===== config.mk =====
export PLATFORM = sky130hd
export DESIGN_NAME = baby_nibble_accumulator
export DESIGN_NICKNAME = d
export VERILOG_FILES = /design/src/rtl/baby_nibble_accumulator_pkg.sv /design/src/rtl/baby_nibble_accumulator_ttl283_adder.sv /design/src/rtl/baby_nibble_accumulator.sv
export SDC_FILE = /design/constraint.sdc
export NUM_CORES = 1
export LEC_CHECK = 0
export CORE_MARGIN = 2
export CORE_UTILIZATION = 45
export CTS_BUF_LIST = sky130_fd_sc_hd__clkbuf_8
export CTS_CLUSTER_SIZE = 10
export DETAILED_ROUTE_END_ITERATION = 10
export PLACE_DENSITY = 0.72
export SYNTH_ARGS = -nofsm -noshare
export SYNTH_HDL_FRONTEND = slang
export SYNTH_HIERARCHICAL = 1
export SYNTH_SLANG_ARGS = --single-unit

===== constraint.sdc =====
create_clock -name clk -period 2.09 [get_ports clk]
set_clock_uncertainty 0.05 [all_clocks]
set_input_delay 0.418 -clock clk [delete_from_list [all_inputs] [get_ports clk]]
set_output_delay 0.418 -clock clk [all_outputs]
set_load 0.05 [all_outputs]

===== src/rtl/baby_nibble_accumulator_pkg.sv =====
// Shared definitions for the Baby nibble-serial accumulator.
//   - BABY_WORD_WIDTH : native Baby store word width
//   - OP_*            : operation encodings presented on the op port
//   - ST_*            : control FSM state encodings
//   - is_subtract()   : true for the ops that go through the two's complement subtract path
package baby_nibble_accumulator_pkg;

    localparam int BABY_WORD_WIDTH = 32;

    localparam logic [1:0] OP_LDN  = 2'b00;
    localparam logic [1:0] OP_SUB  = 2'b01;
    localparam logic [1:0] OP_LOAD = 2'b10;
    localparam logic [1:0] OP_NOP  = 2'b11;

    localparam logic [0:0] ST_IDLE = 1'b0;
    localparam logic [0:0] ST_RUN  = 1'b1;

    function automatic logic is_subtract(input logic [1:0] op_code);
        return (op_code == OP_LDN) || (op_code == OP_SUB);
    endfunction

endpackage


===== src/rtl/baby_nibble_accumulator_ttl283_adder.sv =====
// ttl283_adder: behavioural model of a single 74x283 4-bit binary full adder.
//   a, b : 4-bit addends
//   c0   : carry in
//   s    : 4-bit sum
//   c4   : carry out
module ttl283_adder (
    input  logic [3:0] a,
    input  logic [3:0] b,
    input  logic       c0,
    output logic [3:0] s,
    output logic       c4
);

    assign {c4, s} = {1'b0, a} + {1'b0, b} + {4'b0000, c0};

endmodule


===== src/rtl/baby_nibble_accumulator.sv =====
// baby_nibble_accumulator: Baby accumulator computed nibble-serially through one
// ttl283_adder slice, one nibble per clock, LSB nibble first, with a registered
// carry between slices. Supports LDN (acc = -operand), SUB (acc = acc - operand),
// LOAD (acc = operand) and NOP.
//   clk      : system clock, rising edge
//   reset_n  : asynchronous active-low reset
//   start    : operation request, sampled only while idle
//   op       : operation code, sampled with start
//   operand  : store word, sampled with start
//   busy     : high while an operation is in flight
//   done     : one-cycle pulse, acc holds the new result in this cycle
//   acc      : committed accumulator (never shows partial results)
//   negative : sign of the committed accumulator
// WIDTH must be a multiple of 4 and at least 8.
module baby_nibble_accumulator
    import baby_nibble_accumulator_pkg::*;
#(
    parameter int WIDTH = BABY_WORD_WIDTH
) (
    input  logic             clk,
    input  logic             reset_n,
    input  logic             start,
    input  logic [1:0]       op,
    input  logic [WIDTH-1:0] operand,
    output logic             busy,
    output logic             done,
    output logic [WIDTH-1:0] acc,
    output logic             negative
);

    localparam int NIBBLES = WIDTH / 4;
    localparam int CNT_W   = $clog2(NIBBLES);

    logic [0:0]       state;
    logic [1:0]       op_q;
    logic [WIDTH-1:0] opnd_sr;
    logic [WIDTH-1:0] a_sr;
    // Only WIDTH-4 bits are kept: the final nibble comes straight from the
    // adder on the commit edge, so the full word is {slice_s, res_sr}.
    logic [WIDTH-5:0] res_sr;
    logic             carry;
    logic [CNT_W-1:0] count;
    logic             done_q;
    logic [WIDTH-1:0] acc_q;

    logic [3:0]       slice_a;
    logic [3:0]       slice_b;
    logic             slice_c0;
    logic [3:0]       slice_s;
    logic             slice_c4;
    logic [WIDTH-1:0] result_full;
    logic             last_nibble;

    // Subtraction is A + ~B + 1: the initial carry of 1 supplies the +1 and
    // the inverted operand nibbles supply ~B. LOAD adds the operand to zero.
    always_comb begin
        slice_a  = 4'h0;
        slice_b  = opnd_sr[3:0];
        slice_c0 = 1'b0;
        if (is_subtract(op_q)) begin
            slice_a  = a_sr[3:0];
            slice_b  = ~opnd_sr[3:0];
            slice_c0 = carry;
        end
    end

    ttl283_adder u_slice (
        .a  (slice_a),
        .b  (slice_b),
        .c0 (slice_c0),
        .s  (slice_s),
        .c4 (slice_c4)
    );

    assign result_full = {slice_s, res_sr};
    assign last_nibble = (count == CNT_W'(NIBBLES - 1));

    always_ff @(posedge clk or negedge reset_n) begin
        if (!reset_n) begin
            state   <= ST_IDLE;
            op_q    <= OP_LDN;
            opnd_sr <= '0;
            a_sr    <= '0;
            res_sr  <= '0;
            carry   <= 1'b0;
            count   <= '0;
            done_q  <= 1'b0;
            acc_q   <= '0;
        end else begin
            done_q <= 1'b0;
            case (state)
                ST_IDLE: begin
                    if (start) begin
                        op_q    <= op;
                        opnd_sr <= operand;
                        // LDN is computed as 0 - operand.
                        a_sr    <= (op == OP_LDN) ? '0 : acc_q;
                        carry   <= is_subtract(op);
                        count   <= '0;
                        state   <= ST_RUN;
                    end
                end
                ST_RUN: begin
                    res_sr  <= result_full[WIDTH-1:4];
                    carry   <= slice_c4;
                    a_sr    <= {4'h0, a_sr[WIDTH-1:4]};
                    opnd_sr <= {4'h0, opnd_sr[WIDTH-1:4]};
                    if (last_nibble) begin
                        // Final carry out is dropped: arithmetic is modulo 2^WIDTH.
                        if (op_q != OP_NOP) begin
                            acc_q <= result_full;
                        end
                        done_q <= 1'b1;
                        count  <= '0;
                        state  <= ST_IDLE;
                    end else begin
                        count <= count + CNT_W'(1);
                    end
                end
                default: state <= ST_IDLE;
            endcase
        end
    end

    assign busy     = (state == ST_RUN);
    assign done     = done_q;
    assign acc      = acc_q;
    assign negative = acc_q[WIDTH-1];

endmodule


==> flow_summary.yaml <==
setup_path:
  cp_data_required_time_ns: 2.36
  crit_path_start_kind: "register"
  timing.rr.end: "res_sr[26]"
  crit_fanout: 5
  worstRegToRegCells: 6
  r2r-start: "op_q[1]"
  critPathArrivalTime_ns: 2.26
  worst_setup_path_end_kind: "register"
  critPathKind: "register to register"
  r2r_setup_slack_ns: 0.10
sta:
  max_freq_mhz: 503
  setup-tns-final_ns: 0
  rsz0062_at_grt: "no"
  finalMaxSlewViolations: 0
  finalCriticalPeriod_ns: 1.99
  worst_pin_slew_ns: 0.627
  hold_viol: 0
  layout_setup_ws_ns: 0.102
  relSlewSlack: 0.580
  setup_viol: 0
  post-route-period-util: 0.951
final_layout:
  synthToLayoutAreaGrowth_pct: 22.9
  design_area_mm2: 0.00703
  multiInputGateArea_mm2: 0.00223
  drive_above_1_share: 0.188
  fill_cells: 1078
  diodes: 0
  final_nets: 547
  regArea_mm2: 0.00331
clocking:
  cts_tree: "yes"
  clock-root-buffer: "clkbuf_8"
  clock-sinks: 132
  htreeDepth: 4
  clkTransAtPathRegs_ns: 0.08
  cts_made_buffers: 17
  clk_latency_ns: 0.44
  clockBufferDepth: 2
synthesis:
  synth-seq-area-share: 0.578
  synth_nets: 471
  avgSynthCellArea_um2: 13.4
  ys_types: 31
  synth.top_cell.area_share: 0.578
  synth_edf_count: 0
  yosysMostFrequentCell: "dfrtp_1"
  ys_top_cells_by_area: "dfrtp_1 (58%), mux2_4 (7.9%), mux2_1 (6.1%)"
  yosysWarnings: 6
  synth_flop_cell: "dfrtp_1"
  syn_area_mm2: 0.00572
  synth.ff_latch_count: 132
  async_flop_share: 1.00
  synth_top_cell_by_area: "dfrtp_1"
  postSynthCellCount: 426
  ys_top_cells_by_count: "dfrtp_1 (132), mux2i_1 (33), nand2_1 (33)"
route:
  met1_length_mm: 5.38
  routed_wl_mm: 11.7
  drc: 0
  wl_met3_um: 456
  drtIter0Drc: 262
  wl_per_cell_um: 17.0
  final_antenna_net_count: 0
  first_pass_iters: 4
  viasPerCell: 5.26
  wl_met2_mm: 5.61
  vias: 3613
  routed.top_layer: "met4"
floorplanning:
  io_pins: 72
  fp.dieW_um: 117
  core-area_mm2: 0.0125
  fp.dieArea_mm2: 0.0136
  num_rows: 41
  dieHeight_um: 117
  initial_utilization: 0.457
placed_design:
  port_buffers: 71
  gp_congestion: 0.765
  dp_hpwl_mm: 7.91
  place_area_mm2: 0.00663
  pre_cts_ws_ns: 0.114
pwr:
  vdd_drop_max_mv: 0.918
  power_frac_clock: 0.189
  power_density_mw_per_mm2: 1590
  pwr-share-seq: 0.402
  switching_share: 0.396
  finalPower_mw: 11.2
  p_comb_frac: 0.408
  leakage_nw: 3.46
  p_sw_mw: 4.42
  internal_power_mw: 6.74
grt:
  grt_overflow_total: 0
  grtUsageTotal: 0.190
  grt_pass1_wl_mm: 19.6
  grt_pass1_vias: 3801
  antenna_found_initial: 1
  grt_max_degree: 67
min_path:
  holdPathStages: 3
  hold_start: "start"
  min-delay-path-class: "input pin to register"
  holdPathEnd: "busy"
outcome:
  status: "completed"
flow_run:
  maxCapViolCount: 0
stage by stage:
step	cells	utilization	hold slack (ns)
after floorplan	426	-	0.0724
after global placement	654	0.530	0.279
after detailed placement	654	0.530	0.280
after CTS	687	0.560	0.282
after global routing	687	0.561	0.298
final	687	0.561	0.301
layout by cell type, fill, tap and decap left out, types with 6 or more instances in the layout:
cell,n
ha_1,6
o21ai_1,32
mux2_1,31
buf_4,20
nand2_1,33
and3_1,27
dlygate4sd2_1,25
clkdlybuf4s50_1,34
mux2i_1,33
buf_12,6
nor2_1,6
dfrtp_1,131
inv_1,8
a22o_1,6
clkbuf_8,19
a221o_1,27
mux2_4,30
area by class of cell:
class | count | share of cell area
well taps | 172 | 0.0306
multi-input cells | 256 | 0.317
repair buffers | 88 | 0.122
inverters | 7 | 0.00374
flip-flops and latches | 132 | 0.471
clock buffers | 19 | 0.0372
clock inverters | 13 | 0.0192
per-layer routing:
layer  track usage  vias up
li1              -     1676
met1         0.268     1845
met2         0.281       77
met3        0.0498       15
met4        0.0776        0
met5             0        -
what timing repair did:
action,4_1_cts,5_1_grt
setup endpoints to repair,26,4
endpoints found under the hold margin,17,0
hold buffers,1,0
setup buffers,0,0
resized for setup,26,4
power groups by stage:
stage          Sequential, mW  Clock (mW)  Combinational [mW]
5_1_grt                  4.64        2.26                4.93
4_1_cts                  4.48        2.16                4.57
2_1_floorplan            5.31           0                2.36
6_report                 4.49        2.11                4.56
3_3_place_gp             4.49           0                4.57
3_5_place_dp             4.52           0                4.72
critical path, cell delays in order (launching register included):
cell	delay [ns]
dfrtp_1	0.44
nor2b_1	0.23
fa_1	0.24
inv_1	0.06
fa_1	0.40
xnor2_1	0.16
mux2_1	0.30
cell families (layout without fill, tap and decap cells):
| kind of cell | after synthesis | in the layout | share of synthesized area |
|---|---|---|---|
| AOI/OAI and AO/OA | 70 | 70 | 0.0908 |
| xor gates and xnor gates | 6 | 6 | 0.00919 |
| adders and majority gates | 8 | 8 | 0.0201 |
| buffers and inverters | 38 | 127 | 0.0361 |
| DFF | 132 | 132 | 0.578 |
| muxes | 94 | 94 | 0.198 |
| and+or+nand+nor | 78 | 78 | 0.0685 |
registers in the layout, summed over array words and instances (netlist names):
register / count
done: 1
busy: 1
res_sr: 28
carry: 1
op_q: 2
count: 3
a_sr: 32
opnd_sr: 32
acc: 32
how the worst max path moves through the flow:
stage,end,startpoint,cells after the start
after floorplan,res_sr[26],op_q[1],7
after global placement,res_sr[26],op_q[1],6
after detailed placement,res_sr[27],op_q[1],7
after CTS,acc[31],op_q[1],7
after global routing,acc[31],op_q[1],7
final,res_sr[26],op_q[1],6
Note: power is estimated with default switching activity, not from simulation.
